`src/rtl/mdu_ctrl_pkg.sv`:
```
// Shared definitions for the multiply/divide sequencer: op encodings, FSM states,
// the divide-by-zero LO pattern and the 32x32->64 product helper.
package mdu_ctrl_pkg;

    localparam logic [1:0] MDU_OP_NONE = 2'b00;
    localparam logic [1:0] MDU_OP_MUL  = 2'b01;
    localparam logic [1:0] MDU_OP_DIV  = 2'b10;

    localparam logic [31:0] DIV0_LO = 32'hFFFF_FFFF;

    typedef enum logic [1:0] {
        StIdle,
        StMul,
        StDiv,
        StDone
    } mdu_state_t;

    // Sign- or zero-extend both operands to 64 bits; the low 64 bits of the
    // product are then correct for both MULT and MULTU.
    function automatic logic [63:0] mdu_mul(logic [31:0] a, logic [31:0] b, logic is_signed);
        logic [63:0] ax;
        logic [63:0] bx;
        ax = is_signed ? {{32{a[31]}}, a} : {32'b0, a};
        bx = is_signed ? {{32{b[31]}}, b} : {32'b0, b};
        return ax * bx;
    endfunction

endpackage

```
`src/rtl/mdu_ctrl_if.sv`:
```
// EX-stage <-> MDU bundle. The pipeline side is the master, the sequencer the slave.
interface mdu_ctrl_if;

    logic [1:0]  op_i;
    logic        signed_i;
    logic [31:0] src_a_i;
    logic [31:0] src_b_i;
    logic        flush_i;
    logic        hold_i;
    logic        stall_o;
    logic        hilo_we_o;
    logic [31:0] hi_o;
    logic [31:0] lo_o;

    modport master (
        output op_i, signed_i, src_a_i, src_b_i, flush_i, hold_i,
        input  stall_o, hilo_we_o, hi_o, lo_o
    );

    modport slave (
        input  op_i, signed_i, src_a_i, src_b_i, flush_i, hold_i,
        output stall_o, hilo_we_o, hi_o, lo_o
    );

endinterface

```
`src/rtl/mdu_ctrl_div_radix2.sv`:
```
// Restoring radix-2 divider on operand magnitudes, one quotient bit per cycle.
// done_o is high during the final iteration; q_o/r_o then carry the signed-corrected
// result of that iteration so the caller can register it on the same edge.
module div_radix2 #(
    parameter int unsigned DIV_IT = 32
) (
    input  logic        clk,
    input  logic        resetn,
    input  logic        start_i,
    input  logic        abort_i,
    input  logic        signed_i,
    input  logic [31:0] a_i,
    input  logic [31:0] b_i,
    output logic [31:0] q_o,
    output logic [31:0] r_o,
    output logic        done_o
);

    localparam int unsigned CntW = (DIV_IT > 1) ? $clog2(DIV_IT) : 1;

    logic            busy_q, busy_d;
    logic [CntW-1:0] cnt_q, cnt_d;
    // {partial remainder, dividend/quotient} shift register
    logic [63:0]     pr_q, pr_d;
    logic [31:0]     mag_b_q, mag_b_d;
    logic            neg_q_q, neg_q_d;
    logic            neg_r_q, neg_r_d;

    logic [32:0]     rem_sh;
    logic [32:0]     diff;
    logic [63:0]     pr_step;
    logic [31:0]     mag_a;
    logic [31:0]     mag_b;

    // One restoring step plus start/abort bookkeeping
    always_comb begin
        busy_d  = busy_q;
        cnt_d   = cnt_q;
        pr_d    = pr_q;
        mag_b_d = mag_b_q;
        neg_q_d = neg_q_q;
        neg_r_d = neg_r_q;

        // Shifted remainder needs 33 bits: it can exceed 2^32-1 before subtraction.
        rem_sh = pr_q[63:31];
        diff   = rem_sh - {1'b0, mag_b_q};
        if (!diff[32]) begin
            pr_step = {diff[31:0], pr_q[30:0], 1'b1};
        end else begin
            pr_step = {pr_q[62:0], 1'b0};
        end

        mag_a = (signed_i && a_i[31]) ? (~a_i + 32'd1) : a_i;
        mag_b = (signed_i && b_i[31]) ? (~b_i + 32'd1) : b_i;

        if (abort_i) begin
            busy_d = 1'b0;
            cnt_d  = '0;
        end else if (start_i && !busy_q) begin
            busy_d  = 1'b1;
            cnt_d   = '0;
            pr_d    = {32'b0, mag_a};
            mag_b_d = mag_b;
            neg_q_d = signed_i & (a_i[31] ^ b_i[31]);
            neg_r_d = signed_i & a_i[31];
        end else if (busy_q) begin
            pr_d = pr_step;
            if (cnt_q == CntW'(DIV_IT - 1)) begin
                busy_d = 1'b0;
                cnt_d  = '0;
            end else begin
                cnt_d = cnt_q + 1'b1;
            end
        end
    end

    // Result sign correction and completion flag
    always_comb begin
        done_o = busy_q && (cnt_q == CntW'(DIV_IT - 1));
        q_o    = neg_q_q ? (~pr_step[31:0] + 32'd1) : pr_step[31:0];
        r_o    = neg_r_q ? (~pr_step[63:32] + 32'd1) : pr_step[63:32];
    end

    // Divider state registers
    always_ff @(posedge clk or negedge resetn) begin
        if (!resetn) begin
            busy_q  <= 1'b0;
            cnt_q   <= '0;
            pr_q    <= '0;
            mag_b_q <= '0;
            neg_q_q <= 1'b0;
            neg_r_q <= 1'b0;
        end else begin
            busy_q  <= busy_d;
            cnt_q   <= cnt_d;
            pr_q    <= pr_d;
            mag_b_q <= mag_b_d;
            neg_q_q <= neg_q_d;
            neg_r_q <= neg_r_d;
        end
    end

endmodule

```
`src/rtl/mdu_ctrl.sv`:
```
// Multi-cycle MULT/MULTU/DIV/DIVU sequencer feeding the HI/LO register.
// Stalls the pipeline while busy and writes HI/LO with a single-cycle pulse.
module mdu_ctrl
    import mdu_ctrl_pkg::*;
#(
    parameter int unsigned MUL_LAT = 2,
    parameter int unsigned DIV_IT  = 32
) (
    input  logic       clk,
    input  logic       resetn,
    mdu_ctrl_if.slave  bus
);

    localparam int unsigned CntW = (MUL_LAT > 1) ? $clog2(MUL_LAT) : 1;

    mdu_state_t      state_q, state_d;
    logic [CntW-1:0] cnt_q, cnt_d;
    logic [63:0]     prod_q, prod_d;
    logic [31:0]     hi_q, hi_d;
    logic [31:0]     lo_q, lo_d;

    logic            stall;
    logic            hilo_we;
    logic            div_start;
    logic [31:0]     div_q;
    logic [31:0]     div_r;
    logic            div_done;

    div_radix2 #(
        .DIV_IT (DIV_IT)
    ) u_div (
        .clk      (clk),
        .resetn   (resetn),
        .start_i  (div_start),
        .abort_i  (bus.flush_i),
        .signed_i (bus.signed_i),
        .a_i      (bus.src_a_i),
        .b_i      (bus.src_b_i),
        .q_o      (div_q),
        .r_o      (div_r),
        .done_o   (div_done)
    );

    // Next state, result capture, stall and write-enable generation
    always_comb begin
        state_d   = state_q;
        cnt_d     = cnt_q;
        prod_d    = prod_q;
        hi_d      = hi_q;
        lo_d      = lo_q;
        stall     = 1'b0;
        hilo_we   = 1'b0;
        div_start = 1'b0;

        if (bus.flush_i) begin
            // Abort without touching HI/LO; an op offered alongside is dropped.
            state_d = StIdle;
            cnt_d   = '0;
        end else begin
            unique case (state_q)
                StIdle: begin
                    if (bus.op_i == MDU_OP_MUL) begin
                        stall   = 1'b1;
                        // Product registered at issue; MUL cycles model the retimed multiplier.
                        prod_d  = mdu_mul(bus.src_a_i, bus.src_b_i, bus.signed_i);
                        cnt_d   = '0;
                        state_d = StMul;
                    end else if (bus.op_i == MDU_OP_DIV) begin
                        stall = 1'b1;
                        if (bus.src_b_i == 32'd0) begin
                            hi_d    = bus.src_a_i;
                            lo_d    = DIV0_LO;
                            state_d = StDone;
                        end else begin
                            div_start = 1'b1;
                            state_d   = StDiv;
                        end
                    end
                end
                StMul: begin
                    stall = 1'b1;
                    if (cnt_q == CntW'(MUL_LAT - 1)) begin
                        cnt_d   = '0;
                        hi_d    = prod_q[63:32];
                        lo_d    = prod_q[31:0];
                        state_d = StDone;
                    end else begin
                        cnt_d = cnt_q + 1'b1;
                    end
                end
                StDiv: begin
                    stall = 1'b1;
                    if (div_done) begin
                        hi_d    = div_r;
                        lo_d    = div_q;
                        state_d = StDone;
                    end
                end
                StDone: begin
                    if (!bus.hold_i) begin
                        hilo_we = 1'b1;
                        state_d = StIdle;
                    end
                end
                default: begin
                    state_d = StIdle;
                end
            endcase
        end
    end

    // State, counter, product and output registers
    always_ff @(posedge clk or negedge resetn) begin
        if (!resetn) begin
            state_q <= StIdle;
            cnt_q   <= '0;
            prod_q  <= '0;
            hi_q    <= '0;
            lo_q    <= '0;
        end else begin
            state_q <= state_d;
            cnt_q   <= cnt_d;
            prod_q  <= prod_d;
            hi_q    <= hi_d;
            lo_q    <= lo_d;
        end
    end

    assign bus.stall_o   = stall;
    assign bus.hilo_we_o = hilo_we;
    assign bus.hi_o      = hi_q;
    assign bus.lo_o      = lo_q;

endmodule
```
`src/flat_wrapper.sv`:
```
// flat-port wrapper written by rule: the top's interface ports become plain ports
module mdu_ctrl_flat import mdu_ctrl_pkg::*;
#(
    parameter int unsigned MUL_LAT = 2,
    parameter int unsigned DIV_IT  = 32
)
  (clk, resetn, bus_op_i, bus_signed_i, bus_src_a_i, bus_src_b_i, bus_flush_i, bus_hold_i, bus_stall_o, bus_hilo_we_o, bus_hi_o, bus_lo_o);
  mdu_ctrl_if bus_i ();
  input  logic clk;
  input  logic resetn;
  input wire logic [$bits(bus_i.op_i)-1:0] bus_op_i;
  input wire logic [$bits(bus_i.signed_i)-1:0] bus_signed_i;
  input wire logic [$bits(bus_i.src_a_i)-1:0] bus_src_a_i;
  input wire logic [$bits(bus_i.src_b_i)-1:0] bus_src_b_i;
  input wire logic [$bits(bus_i.flush_i)-1:0] bus_flush_i;
  input wire logic [$bits(bus_i.hold_i)-1:0] bus_hold_i;
  output wire logic [$bits(bus_i.stall_o)-1:0] bus_stall_o;
  output wire logic [$bits(bus_i.hilo_we_o)-1:0] bus_hilo_we_o;
  output wire logic [$bits(bus_i.hi_o)-1:0] bus_hi_o;
  output wire logic [$bits(bus_i.lo_o)-1:0] bus_lo_o;
  assign bus_i.op_i = bus_op_i;
  assign bus_i.signed_i = bus_signed_i;
  assign bus_i.src_a_i = bus_src_a_i;
  assign bus_i.src_b_i = bus_src_b_i;
  assign bus_i.flush_i = bus_flush_i;
  assign bus_i.hold_i = bus_hold_i;
  assign bus_stall_o = bus_i.stall_o;
  assign bus_hilo_we_o = bus_i.hilo_we_o;
  assign bus_hi_o = bus_i.hi_o;
  assign bus_lo_o = bus_i.lo_o;
  mdu_ctrl #(.MUL_LAT(MUL_LAT), .DIV_IT(DIV_IT)) u_core (.clk(clk), .resetn(resetn), .bus(bus_i));
endmodule
```
`config.mk`:
```
export PLATFORM = sky130hd
export DESIGN_NAME = mdu_ctrl_flat
export DESIGN_NICKNAME = d
export VERILOG_FILES = /design/src/rtl/mdu_ctrl_pkg.sv /design/src/rtl/mdu_ctrl_if.sv /design/src/rtl/mdu_ctrl_div_radix2.sv /design/src/rtl/mdu_ctrl.sv /design/src/flat_wrapper.sv
export SDC_FILE = /design/constraint.sdc
export NUM_CORES = 2
export LEC_CHECK = 0
export BUFFER_PORTS_ARGS = -buffer_cell sky130_fd_sc_hd__buf_4
export CAP_MARGIN = 10
export CORE_UTILIZATION = 35
export CTS_CLUSTER_SIZE = 12
export DETAILED_ROUTE_END_ITERATION = 8
export HOLD_SLACK_MARGIN = 0.02
export SETUP_SLACK_MARGIN = 0.15
export SLEW_MARGIN = 40
export SYNTH_ARGS = -nofsm -noshare
export SYNTH_HDL_FRONTEND = slang
export SYNTH_SLANG_ARGS = --single-unit
```
`constraint.sdc`:
```
create_clock -name clk -period 10.62 [get_ports clk]
set_input_delay 1.062 -clock clk [delete_from_list [all_inputs] [get_ports clk]]
set_output_delay 1.062 -clock clk [all_outputs]
set_load 0.02 [all_outputs]
```
==> summary.md <==
| Metric | Value |
|---|---|
| Skew final | 0.03389 ns |
| Area of the multi-input gates | 49,650 um2 |
| Die X | 426.2 um |
| Startpoint Class | input pin |
| MaxCap Viol Count | 0 |
| RSZ-0062 raised after global routing | no |
| Register area share after synthesis | 0.09336 |
| Synth top area cells | fa_1 45%, inv_1 9.5%, dfrtp_1 9.3% |
| Async set-reset flop share out of synthesis | 1.000 |
| Gr usage total | 0.2416 |
| Period utilization | 0.9293 |
| Status | complete, no violations |
| Setup violators final | 0 |
| Yosys warns | 0 |
| Max-slew violation count | 0 |
| Root Buffer | clkbuf_16 |
| DRC viols | 0 |
| CTS Sinks | 235 |
| Avg Cell Area, Syn | 9.102 um2 |
| CTS Buf Count | 28 |
| Top cell type's share of synthesized area | 0.4497 |
| Worst-Margin Slew | 0.9229 ns |
| TritonCTS clock tree | yes |
| Clk buf depth | 3 |
| Cell variety after synth | 96 |
| Nets | 8,660 |
| Port buffer count | 136 |
| Initial antenna violation count | 10 |
| Share of layout cells above drive strength 1 | 0.05401 |
| Fmax achieved | 0.1013 GHz |
| Syn Inst Count | 6,920 |
| Synthesis-to-layout area growth | 6.959% |
| Yosys top cell by area | fa_1 |
| First-pass GRT wire length | 329,000 um |
| Cell types with the highest counts after synthesis | 1,593 x inv_1, 1,415 x fa_1, 823 x nand2_1 |
| Clock latency on the worst-skew pair | 0.59 ns |
| Initial Util | 0.3526 |
| Worst setup EP type | flop |
| ANT nets after route | 0 |
| Worst path max stage delay | 0.53 ns |
| GR Util met2 | 0.4292 |
| Final HPWL DP | 172,500 um |
| Final WL | 214,600 um |
| Wire length per cell | 23.34 um |
| Post-synth EDFFs | 0 |
| Site Rows | 155 |
| Synthesized net count | 8,767 |
| Vias | 47,230 |
| Router iterations before antenna repair | 7 |
| Register Area | 5883 um2 |
| Die Ht | 426.2 um |
| Filler cell count | 18,080 |
| Met3 Usage GRT | 0.02240 |
| Hold Vio Cnt, Final | 0 |
| Via density | 5.138 |
| Slew HR | 0.3828 |
| Critical Path RT | 11.09 ns |
| Worst-path clk slew | 0.06 ns |
| Top delay family on crit path | adder cells |
| Largest net degree at the start of global routing | 98 |
| Cell with the most instances after synthesis | inv_1 |
| Syn Std Cell Area | 62,990 um2 |
| Ys flop type | dfrtp_1 |
| Worst Path Arrival | 10.34 ns |
| Initial DRC count | 3,100 |
| CORE AREA | 178,600 um2 |
| I/O Pins | 137 |
| Cell repeated most along the worst path | fa_1 |
| Die area | 181,700 um2 |
| CP max stage cell | buf_4 |
| Kind of critical path | in2reg |
| Grt ovf | 0 |
| Vias in the first global route | 52,370 |
| GR peak layer | met2 |
| Fin Setup TNS | 0 ns |
| GPL Wtd Cong | 0.9806 |
| Worst Path Max Fanout | 32 |
| M1 GR Usage | 0.2962 |
| Min cycle time layout | 9.870 ns |
| Crit path buf inv count | 7 |
| #FFs+latches synth | 235 |
| H-tree depth | 1 |
| HP Class | reg2reg |
## sequential cells by signal, indices dropped and copies added, names as in the netlist, 2 cells and up
name and count:
u_core.prod_q 64, u_core.u_div.cnt_q 5, u_core.state_q 2, u_core.bus.hi_o 32, u_core.u_div.mag_b_q 32, u_core.bus.lo_o 32, u_core.u_div.pr_q 64
## worst register-to-register path: stages, from the launching register on
cell	delay, ns
dfrtp_1	0.43
inv_1	0.14
ha_1	0.25
inv_1	0.07
fa_1	0.23
a211oi_1	0.12
o211ai_2	0.35
nand3_2	0.19
a2111oi_4	0.59
o31a_4	0.34
nor2_4	0.07
inv_2	0.04
buf_4	0.47
mux2i_1	0.52
ha_1	0.36
nor4bb_1	0.47
nand2_1	0.09
a21oi_1	0.13
a41o_1	0.21
nand4_1	0.25
o31ai_1	0.35
xor2_1	0.25
o22ai_1	0.10
## cells by family (layout without fill, tap and decap cells)
| family | count (synthesis) | in the layout | synth area share |
|---|---|---|---|
| AOI/OAI and AO/OA | 829 | 829 | 0.08637 |
| buffers and inverters | 1995 | 1907 | 0.1194 |
| other | 0 | 4 | 0 |
| and+or+nand+nor | 1794 | 1794 | 0.1382 |
| DFF | 235 | 235 | 0.09336 |
| adders and majority gates | 1776 | 1776 | 0.5214 |
| muxes | 31 | 31 | 0.005105 |
| xor gates and xnor gates | 260 | 260 | 0.03615 |
## cell usage in the layout, fill, tap and decap left out, types with 29 or more instances in the layout
cell type / count
xor2_1: 79
nor3_1: 47
nor2_1: 190
buf_4: 252
a21oi_1: 171
dfrtp_1: 233
nand2_1: 821
fa_1: 1414
a221oi_1: 61
and3_1: 41
and2_1: 543
clkbuf_16: 29
ha_1: 359
xnor2_1: 181
o21ai_0: 270
inv_1: 1593
a21o_1: 74
o31ai_1: 38
## layout make-up
class,count,area share
multi-input cells,4690,0.7369
clock inverters,8,0.0007986
diodes,4,0.0001486
inverters,1598,0.08903
flip-flops and latches,235,0.08733
well taps,2355,0.04374
clock buffers,41,0.01218
repair buffers,260,0.02986
## through the flow
step	util	cells	hold slack [ns]	setup slack [ns]	area (um2)
after floorplan	-	6920	0.4488	0.2414	62990
after global placement	0.3720	9138	0.4626	0.2123	66440
after detailed placement	0.3722	9138	0.4669	0.1214	66480
after CTS	0.3771	9187	0.4808	0.6872	67350
after global routing	0.3772	9189	0.5023	0.3460	67360
final	0.3772	9191	0.4774	0.7503	67370
## routing by layer
layer  vias to the layer above  routed length (um)
met5                         -                  96
met4                        12               11800
met3                       370                9509
met2                      1315              107500
met1                     24990               85630
li1                      20540                   -
## final timing paths
check | startpoint | to | slack, ns | cells past startpoint
worst max-delay path | bus_src_a_i[11] | u_core.prod_q[63]$_DFFE_PN0P_ | 0.75 | 30
worst min-delay path | u_core.prod_q[14]$_DFFE_PN0P_ | u_core.prod_q[14]$_DFFE_PN0P_ | 0.48 | 2
worst max register to register | u_core.u_div.pr_q[31]$_DFFE_PN0P_ | u_core.bus.hi_o[30]$_DFFE_PN0P_ | 4.46 | 22
worst min register to register | u_core.prod_q[14]$_DFFE_PN0P_ | u_core.prod_q[14]$_DFFE_PN0P_ | 0.48 | 2
max in group asynchronous | resetn | u_core.u_div.neg_q_q$_DFFE_PN0P_ | 8.86 | 2
min in group asynchronous | resetn | u_core.bus.lo_o[2]$_DFFE_PN0P_ | 0.52 | 1
## what timing repair did
action,in CTS,in global routing
gates resized for setup,0,1
endpoints found under the setup margin,0,1
hold buffers,0,0
setup buffers,0,0
Power is left out: the tool's default activity adds up to more than one toggle a clock period on the data nets, which glitch-free logic cannot reach.
